`src/rtl/mac_driver.sv`:
```
// Operand sequencer / result collector for the single-shot 4x4 MAC.
// Optional per-transaction watchdog enabled by defining MAC_DRV_TIMEOUT_EN.
module mac_driver #(
  parameter int DEPTH   = 8,
  parameter int TIMEOUT = 15
) (
  input  logic                       clk,
  input  logic                       rst_n,
  input  logic                       ld_valid,
  input  logic [3:0]                 ld_a,
  input  logic [3:0]                 ld_b,
  output logic                       ld_ready,
  input  logic                       clr,
  input  logic                       start,
  output logic                       busy,
  output logic                       done,
  output logic [$clog2(DEPTH):0]     count,
  output logic [3:0]                 mac_in1,
  output logic [3:0]                 mac_in2,
  output logic                       mac_in_valid,
  input  logic [9:0]                 mac_out,
  input  logic                       mac_out_valid,
  input  logic [$clog2(DEPTH)-1:0]   res_rd_addr,
  output logic [9:0]                 res_rd_data,
  output logic [15:0]                acc,
  output logic                       timeout_err
);

  localparam int AW = $clog2(DEPTH);
  localparam int CW = AW + 1;

  if (DEPTH < 2 || DEPTH > 16 || (DEPTH & (DEPTH - 1)) != 0 ||
      TIMEOUT < 1 || TIMEOUT > 31) begin : g_bad_param
    $error("mac_driver: illegal DEPTH or TIMEOUT");
  end

  typedef enum logic [1:0] {IDLE, ISSUE, WAIT, DONE} state_t;

  state_t          r_state;
  logic [CW-1:0]   r_count;
  logic [AW-1:0]   r_ptr;
  logic [15:0]     r_acc;
  logic [3:0]      r_mac_in1;
  logic [3:0]      r_mac_in2;
  logic            r_mac_in_valid;
  logic            r_done;
  logic            r_timeout_err;
  logic [7:0]      r_op  [DEPTH];
  logic [9:0]      r_res [DEPTH];
`ifdef MAC_DRV_TIMEOUT_EN
  logic [4:0]      r_wcnt;
`endif

  logic            w_ld_ready;
  logic            w_ld_fire;
  logic            w_last;

  assign w_ld_ready = (r_state == IDLE) && (r_count < CW'(DEPTH));
  assign w_ld_fire  = w_ld_ready && ld_valid && !clr;
  assign w_last     = ({1'b0, r_ptr} == (r_count - CW'(1)));

  always_ff @(posedge clk or negedge rst_n) begin
    if (!rst_n) begin
      r_state        <= IDLE;
      r_count        <= '0;
      r_ptr          <= '0;
      r_acc          <= '0;
      r_mac_in1      <= '0;
      r_mac_in2      <= '0;
      r_mac_in_valid <= 1'b0;
      r_done         <= 1'b0;
      r_timeout_err  <= 1'b0;
`ifdef MAC_DRV_TIMEOUT_EN
      r_wcnt         <= '0;
`endif
    end else begin
      r_mac_in_valid <= 1'b0;
      r_mac_in1      <= '0;
      r_mac_in2      <= '0;
      case (r_state)
        IDLE: begin
          if (clr) begin
            r_count       <= '0;
            r_acc         <= '0;
            r_timeout_err <= 1'b0;
          end else begin
            if (w_ld_fire) r_count <= r_count + CW'(1);
            if (start) begin
              r_acc   <= '0;
              r_ptr   <= '0;
              r_state <= (r_count != '0) ? ISSUE : DONE;
            end
          end
        end
        ISSUE: begin
          r_mac_in_valid <= 1'b1;
          r_mac_in1      <= r_op[r_ptr][7:4];
          r_mac_in2      <= r_op[r_ptr][3:0];
`ifdef MAC_DRV_TIMEOUT_EN
          r_wcnt         <= '0;
`endif
          r_state        <= WAIT;
        end
        WAIT: begin
          if (mac_out_valid) begin
            r_acc <= r_acc + {6'd0, mac_out};
            if (w_last) begin
              r_state <= DONE;
            end else begin
              r_ptr   <= r_ptr + AW'(1);
              r_state <= ISSUE;
            end
          end
`ifdef MAC_DRV_TIMEOUT_EN
          else if (r_wcnt == 5'(TIMEOUT - 1)) begin
            r_timeout_err <= 1'b1;
            r_state       <= DONE;
          end else begin
            r_wcnt <= r_wcnt + 5'd1;
          end
`endif
        end
        // DONE spans two cycles so busy stays high until the done pulse ends
        DONE: begin
          if (!r_done) begin
            r_done <= 1'b1;
          end else begin
            r_done  <= 1'b0;
            r_state <= IDLE;
          end
        end
        default: r_state <= IDLE;
      endcase
    end
  end

  // Buffers hold data only; count==0 after reset makes their contents irrelevant
  always_ff @(posedge clk) begin
    if (w_ld_fire) r_op[r_count[AW-1:0]] <= {ld_a, ld_b};
    if (r_state == WAIT && mac_out_valid) r_res[r_ptr] <= mac_out;
  end

  assign ld_ready     = w_ld_ready;
  assign busy         = (r_state != IDLE);
  assign done         = r_done;
  assign count        = r_count;
  assign mac_in1      = r_mac_in1;
  assign mac_in2      = r_mac_in2;
  assign mac_in_valid = r_mac_in_valid;
  assign res_rd_data  = r_res[res_rd_addr];
  assign acc          = r_acc;
`ifdef MAC_DRV_TIMEOUT_EN
  assign timeout_err  = r_timeout_err;
`else
  assign timeout_err  = 1'b0;
`endif

endmodule

```
`config.mk`:
```
export PLATFORM = sky130hd
export DESIGN_NAME = mac_driver
export DESIGN_NICKNAME = d
export VERILOG_FILES = /design/src/rtl/mac_driver.sv
export SDC_FILE = /design/constraint.sdc
export NUM_CORES = 1
export LEC_CHECK = 0
export BUFFER_PORTS_ARGS = -buffer_cell sky130_fd_sc_hd__buf_2
export CORE_ASPECT_RATIO = 1.75
export CORE_UTILIZATION = 50
export CTS_BUF_LIST = sky130_fd_sc_hd__clkbuf_8 sky130_fd_sc_hd__clkbuf_16
export CTS_CLUSTER_DIAMETER = 60
export DETAILED_ROUTE_END_ITERATION = 8
export PLACE_DENSITY = 0.69
export SLEW_MARGIN = 30
export SYNTH_ARGS = -nofsm -noshare
export SYNTH_HDL_FRONTEND = slang
export SYNTH_SLANG_ARGS = --single-unit
```
`constraint.sdc`:
```
create_clock -name clk -period 4.6 [get_ports clk]
set_clock_uncertainty 0.05 [all_clocks]
set_input_delay 0.46 -clock clk [delete_from_list [all_inputs] [get_ports clk]]
set_output_delay 0.46 -clock clk [all_outputs]
set_load 0.005 [all_outputs]
```
==> results.toml, run 1 <==
[status]
status = "finished, final reports clean"

[layout]
multiInputGateArea_um2 = 2400
antenna_cells = 0
area_growth_pct = 15.1
nNetsFinal = 628
fillers = 1156
drive_above_1_share = 0.252
fin_util = 0.593
regArea_um2 = 5200

[logic_synthesis]
ys_seq_elements = 179
synth_top_area_cell = "edfxtp_1"
async_reset_ff_frac = 0.196
synth_area_um2 = 7720
avgSynthCellArea_um2 = 15.0
yosysWarnings = 0
synth_edf_count = 144
syn_inst = 516
synthFlopType = "edfxtp_1"
synth_most_common_cell = "edfxtp_1"
synth_top_area_frac = 0.560
synth.distinct_cells = 60
ys_top_cells_by_area = "edfxtp_1 (56%), dfrtp_1 (11%), mux4_2 (7.6%)"
synth_seq_area_share = 0.674
synth_common_cells = "edfxtp_1 (144), nand2_1 (37), nor2_1 (37)"
syn-num-nets = 557

[route]
avgViaCountPerCell = 6.01
wl_per_cell_um = 20.6
drt.antenna.violating_nets = 0
dr.pass1.iters = 5
routed_wl_um = 16100
drtIter0Drc = 314
num_vias = 4700
drc = 0

[setup_path]
ff2ff_path_depth = 5
start_kind = "flop"
required_ps = 4590
crit_family = "simple AND/OR/NAND/NOR gates"
cp_num_buf_inv = 1
cp_num_cells = 5
cpPeakStageDelay_ps = 740
arrival_ps = 2850
cp_slowest_cell = "nor2_1"
path_common_cell = "nor2_1"
endpoint_kind = "flop"
crit_type = "flop to flop"
cp_max_fo = 12
path_cells = "nor2_1 -> clkinv_1 -> nor3_1 -> nand2_1 -> nor2_1"

[die]
die_y_um = 166
core_um2 = 15000
io-pin-count = 70
dieWidth_um = 95.9
fp-row-count = 59
die-area_um2 = 16000
initial_core_util = 0.515

[placed_design]
gp_congestion = 0.886
portBuffers = 68
dp_hpwl_um = 10900

[cts]
cts.repair.resized = 0
clk_latency_ps = 430
cts-root-buf = "clkbuf_16"
cts_hold_buf = 0
cts_tree = "built"
cts_buffers = 17
cts_setup_buffers = 0
clk_pin_slew_ps = 80
cts_max_level = 4
cts_sinks = 179
clock_path_buffers = 2

[timing]
rsz0062_at_grt = "no"
finalSetupTns_ps = 0
tightest_slew_ps = 911
slew_headroom = 0.390
finalCritPeriodShare = 0.622
finalHoldViolCount = 0
fin_crit_ps = 2860
hold_slack_ps = 253
drv_slew = 0
timing.fmax_mhz = 350
setup_violations = 0

[global_route]
gr-usage-met3 = 0.0385
grt_overflow_total = 0
grt_pass1_vias = 4879
grt_max_degree = 36
antenna_found_initial = 0
grt.busiest_layer = "met2"
grtUsageMet1 = 0.251
globalRouteTotalUtil = 0.218
grt_pass1_wl_um = 25400
met2_usage = 0.383

[min_path]
worst_hold_path_type = "primary input to flop"
worstHoldPathCells = 1

[power]
power_density_nw_per_um2 = 528
vdd_drop_max_uv = 379
p_leak_nw = 3.27

[job]
drv_cap = 0
## sequential cells by signal, indices dropped and copies added, names as in the netlist
signal / cells
count: 4
mac_in1: 4
r_ptr: 3
r_res: 80
r_state: 2
mac_in2: 4
r_op: 64
acc: 16
done: 1
mac_in_valid: 1
## kinds of logic after synthesis
group	after synthesis	share of synthesized area
DFF	179	0.674
and+or+nand+nor	139	0.0875
AOI/OAI and AO/OA	89	0.0765
muxes	48	0.107
buffers and inverters	37	0.0191
adders and majority gates	14	0.0237
xor gates and xnor gates	9	0.0122
other	1	0.000486
## cell usage in the layout (no fill, tap or decap), drive strengths merged, types with 6 or more instances in the layout
cell type and count:
mux4 26, nand2 37, nand2b 9, nor2b 8
ha 13, o21ai 21, edfxtp 144, nand3 10
nor2 37, clkinv 6, nor3 15, mux2i 8
mux2 14, dfrtp 35, a21oi 20, a221oi 8
inv 22, buf 72, clkbuf 17
## power by group
part	internal (mW)	leakage [nW]	total [mW]	switching, mW
sequential	1.91	1.76	2.10	0.184
clock	0.785	0.294	1.47	0.683
combinational	0.479	1.22	1.13	0.648
## worst paths after layout
kind	end	slack [ps]	from
setup / recovery	r_op[5][2]	1740	r_state[0]
hold / removal	r_op[5][7]	250	ld_a[3]
setup reg to reg	r_op[5][2]	1740	r_state[0]
hold reg to reg	acc[8]	470	acc[8]
max in group asynchronous	mac_in2[1]	3640	rst_n
min in group asynchronous	acc[13]	490	rst_n
## stage by stage
stage / power (mW) / instance area (um2) / worst slack [ps] / instances
after global placement: 3.21 / 8230 / 1710 / 750
after global routing: 4.92 / 8880 / 1470 / 782
after floorplan: 2.86 / 7720 / 2280 / 516
final: 4.69 / 8880 / 1740 / 782
after detailed placement: 3.25 / 8250 / 1790 / 750
after CTS: 4.71 / 8860 / 1740 / 781
## routing by layer
metal  part of all wire  wire [um]  up-vias
li1                   -          -     2153
met1               0.37       5900     2343
met2               0.56       8980      158
met3              0.045        721       46
met4              0.032        522        0
met5                  0          0        -
## area by class of cell
type | count | share of cell area
clock inverter | 14 | 0.0211
timing repair buffer | 73 | 0.0431
inverter | 16 | 0.00676
tap | 183 | 0.0258
clock buffer | 17 | 0.0479
sequential | 179 | 0.586
multi-input combinational | 300 | 0.270
Power figures use the tool's default switching activity.
==> run 2, diff against run 1 <==
- PLACE_DENSITY: 0.69 -> 0.72
- clock period: 4.6 -> 2.5 ns (I/O delays scaled with it)
==> results.toml, run 2 (same netlist as run 1, synthesis figures left out) <==
[setup_path]
arrival_ps = 2600
required_ps = 2790
crit_type = "flop to flop"
cp_max_fo = 3
ff2ff_path_depth = 9
endpoint_kind = "flop"
start_kind = "flop"

[route]
drc = 0
routed_wl_um = 16100
drtIter0Drc = 285
wl_per_cell_um = 20.0
drt.antenna.violating_nets = 0
avgViaCountPerCell = 5.89
dr.pass1.iters = 5
num_vias = 4747

[job]
drv_cap = 0

[die]
initial_core_util = 0.515
core_um2 = 15000
fp-row-count = 59
io-pin-count = 70
die-area_um2 = 16000
dieWidth_um = 95.9
die_y_um = 166

[cts]
clock_path_buffers = 2
cts_sinks = 179
clk_pin_slew_ps = 80
clk_latency_ps = 420
cts-root-buf = "clkbuf_16"
cts_max_level = 4
cts_buffers = 17
cts_setup_buffers = 0
cts_tree = "built"

[global_route]
globalRouteTotalUtil = 0.222
grt.busiest_layer = "met2"
grt_pass1_wl_um = 25800
grt_pass1_vias = 4921
met2_usage = 0.396
grt_max_degree = 36
grt_overflow_total = 0
antenna_found_initial = 0
grtUsageMet1 = 0.246
gr-usage-met3 = 0.0449

[layout]
area_growth_pct = 17.1
antenna_cells = 0
layout_commonest_cell = "edfxtp_1"
final_cell_area_um2 = 9030
largest_reg_flops = 80
final_cell_mix = "edfxtp_1 (144), buf_2 (67), nand2_1 (37), nor2_1 (37), dfrtp_1 (35)"
drive_above_1_share = 0.271
top_register = "r_res"
fin_cells = 806
nNetsFinal = 651

[timing]
drv_slew = 0
rsz0062_at_grt = "no"
slew_headroom = 0.548
setup_violations = 0
hold_slack_ps = 33.2
finalCritPeriodShare = 0.925
timing.fmax_mhz = 432
fin_crit_ps = 2310
tightest_slew_ps = 669
finalHoldViolCount = 0
finalSetupTns_ps = 0

[min_path]
worst_hold_path_type = "primary input to flop"
worstHoldPathCells = 1

[placed_design]
portBuffers = 68
place_inst = 773
dp_hpwl_um = 11300
gp_congestion = 0.916
place_area_um2 = 8410

[power]
vdd_drop_max_uv = 547
p_leak_nw = 3.39
power_density_nw_per_um2 = 955

[status]
status = "finished, final reports clean"
[run 2: cell types whose count changed in the layout (fill, tap and decap cells not counted), sizes merged]
cell	previous run	this run
clkinv	6	7
buf	72	95
clkinvlp	1	0
inv	22	24
bufinv	1	0
[run 2: path summary, 6_finish.rpt]
| check | startpoint | endpoint | slack [ps] |
|---|---|---|---|
| max | acc[0] | acc[10] | 190 |
| min | ld_a[1] | r_op[5][5] | 30 |
| max reg2reg | acc[0] | acc[10] | 190 |
| min reg2reg | acc[2] | acc[2] | 480 |
| max in group asynchronous | rst_n | mac_in2[2] | 1740 |
| min in group asynchronous | rst_n | acc[13] | 280 |
[run 2: per-stage QoR]
step / setup WS, ps / utilization / power (mW)
4_1_cts: 182 / 0.603 / 8.69
2_1_floorplan: 182 / - / 5.27
3_5_place_dp: 123 / 0.561 / 6.07
6_report: 188 / 0.603 / 8.62
5_1_grt: 43.5 / 0.603 / 9.10
3_3_place_gp: 190 / 0.561 / 5.99
[run 2: layout make-up]
type,count,area (um2)
fillers,1146,5950
clock buffers,17,425
clock inverters,15,181
well taps,183,229
inverters,16,60.1
multi-input cells,300,2370
flip-flops and latches,179,5200
repair buffers,96,568
[run 2: power by group]
part	internal, mW	switching, mW	total (mW)
combinational	0.962	1.26	2.22
clock	1.36	1.26	2.62
sequential	3.52	0.259	3.78
total	5.84	2.78	8.62
[run 2: metal layers]
layer / wire length (um) / vias to the layer above
met4: 346 / 0
met1: 6070 / 2408
met2: 9050 / 116
met3: 646 / 23
met5: 0 / -
li1: - / 2200
[run 2: repair_timing]
action                    CTS  global route
resized for setup           0             0
hold endpoints to repair   35             0
hold buffers                1             0
[run 2: critical path: stages (launching register included)]
cell and delay, ps:
dfrtp_1 380, ha_1 210, inv_1 70, fa_1 390
nand2b_1 180, a211oi_1 310, buf_4 180, o21ai_0 90
and3b_1 200, nor3_1 170
==> run 3, diff against run 2 <==
- BUFFER_PORTS_ARGS: -buffer_cell sky130_fd_sc_hd__buf_2 -> -buffer_cell sky130_fd_sc_hd__clkbuf_2
- SLEW_MARGIN: 30 -> 5
==> results.toml, run 3 (same netlist as run 1, synthesis figures left out) <==
[setup_path]
crit_type = "flop to flop"
ff2ff_path_depth = 9
cpPeakStageDelay_ps = 400
cp_max_fo = 5
start_kind = "flop"
critical_path.endpoint = "acc[14]"
endpoint_kind = "flop"
r2r-start = "acc[0]"
arrival_ps = 2590
required_ps = 2810
path_cells = "ha_1 -> inv_1 -> fa_1 -> nand2b_1 -> a211oi_2 -> o211ai_1 -> buf_4 -> a21o_1 -> nand3_1"
r2r_end = "acc[14]"
r2r_slack_ps = 220
cp_slowest_cell = "fa_1"
startpoint = "acc[0]"

[global_route]
grt_overflow_total = 0
globalRouteTotalUtil = 0.218
antenna_found_initial = 0
grt_max_degree = 36
grt_pass1_wl_um = 25400
grt_pass1_vias = 4963

[layout]
final_cell_mix = "edfxtp_1 (144), clkbuf_2 (68), nand2_1 (37), nor2_1 (37), dfrtp_1 (35)"
final_cell_area_um2 = 9020
nNetsFinal = 652
antenna_cells = 0
top_register = "r_res"
drive_above_1_share = 0.273
fin_cells = 806
regArea_um2 = 5200
multiInputGateArea_um2 = 2370
fillers = 1150
area_growth_pct = 16.9
layout_commonest_cell = "edfxtp_1"
largest_reg_flops = 80

[die]
fp-row-count = 59
io-pin-count = 70
core_um2 = 15000
die-area_um2 = 16000
die_y_um = 166
initial_core_util = 0.515
dieWidth_um = 95.9

[route]
drtIter0Drc = 359
avgViaCountPerCell = 5.95
num_vias = 4792
drc = 0
drt.antenna.violating_nets = 0
dr.pass1.iters = 5
routed_wl_um = 16300
wl_per_cell_um = 20.2

[power]
total_power_mw = 8.64
p_leak_nw = 3.37
power_density_nw_per_um2 = 958
vdd_drop_max_uv = 487

[cts]
clock_path_buffers = 2
cts_setup_buffers = 0
clk_pin_slew_ps = 70
cts_tree = "built"
clk_latency_ps = 430
cts_buffers = 17
cts_max_level = 4
cts_sinks = 179
cts-root-buf = "clkbuf_16"

[placed_design]
pre_cts_ws_ps = 136
place_area_um2 = 8420
gp_congestion = 0.876
dp_hpwl_um = 11200
portBuffers = 68
place_inst = 774

[min_path]
worst_hold_path_type = "primary input to flop"
worstHoldStart = "ld_a[1]"

[timing]
drv_slew = 0
setup_violations = 0
rsz0062_at_grt = "no"
timing.fmax_mhz = 439
finalCritPeriodShare = 0.911
finalSetupTns_ps = 0
finalHoldViolCount = 0
tightest_slew_ps = 1020
fin_crit_ps = 2280
slew_headroom = 0.314
layout_setup_ws_ps = 223

[status]
status = "finished, final reports clean"

[job]
drv_cap = 0
## run 3: cell count changes in the layout (fill, tap and decap cells not counted), sizes merged
| cell | previous run | this run |
|---|---|---|
| clkinv | 7 | 5 |
| clkbuf | 17 | 85 |
| buf | 95 | 28 |
| bufinv | 0 | 1 |
## run 3: critical path, delay by kind of cell, from the launching register on
kind,cells,cell delay (ps)
AO/OA/AOI/OAI,3,640
flip-flops,1,370
AND/OR/NAND/NOR,2,270
buffers and inverters,2,260
adder cells (fa/ha/maj),2,630
## run 3: area by class of cell
type / count / share of cell area
flip-flops and latches: 179 / 0.577
clock inverters: 14 / 0.0173
well taps: 183 / 0.0254
multi-input cells: 300 / 0.263
clock buffers: 17 / 0.0472
repair buffers: 97 / 0.0635
inverters: 16 / 0.00666
## run 3: routing by layer
layer  GRT usage  part of all wire  vias to the layer above
met5           0                 0                        -
met4      0.0921             0.026                        0
met3      0.0408             0.035                       30
met2       0.400              0.56                      136
met1       0.239              0.37                     2427
li1            -                 -                     2199
## run 3: worst min path at each step
stage | to | slack, ps | depth (start not counted)
3_3_place_gp | acc[15] | 400 | 1
6_report | r_op[3][5] | 50 | 1
2_1_floorplan | acc[0] | -100 | 0
4_1_cts | r_op[7][5] | 40 | 1
3_5_place_dp | acc[13] | 410 | 1
5_1_grt | r_op[3][5] | 50 | 1
## run 3: power by group
group,total (mW),switching (mW),internal [mW]
registers,3.79,0.271,3.52
logic,2.24,1.28,0.967
clock network,2.61,1.19,1.42
## run 3: metrics by stage
stage / util / hold WS [ps]
final: 0.602 / 49.3
after global routing: 0.602 / 46.2
after CTS: 0.601 / 40.4
after detailed placement: 0.562 / 414
after global placement: 0.562 / 402
after floorplan: - / -95.6
## run 3: repair_timing
| item | 4_1_cts | 5_1_grt |
|---|---|---|
| hold endpoints to repair | 35 | 0 |
| gates resized for setup | 0 | 1 |
| hold buffers | 1 | 0 |
| endpoints found under the setup margin | 0 | 4 |
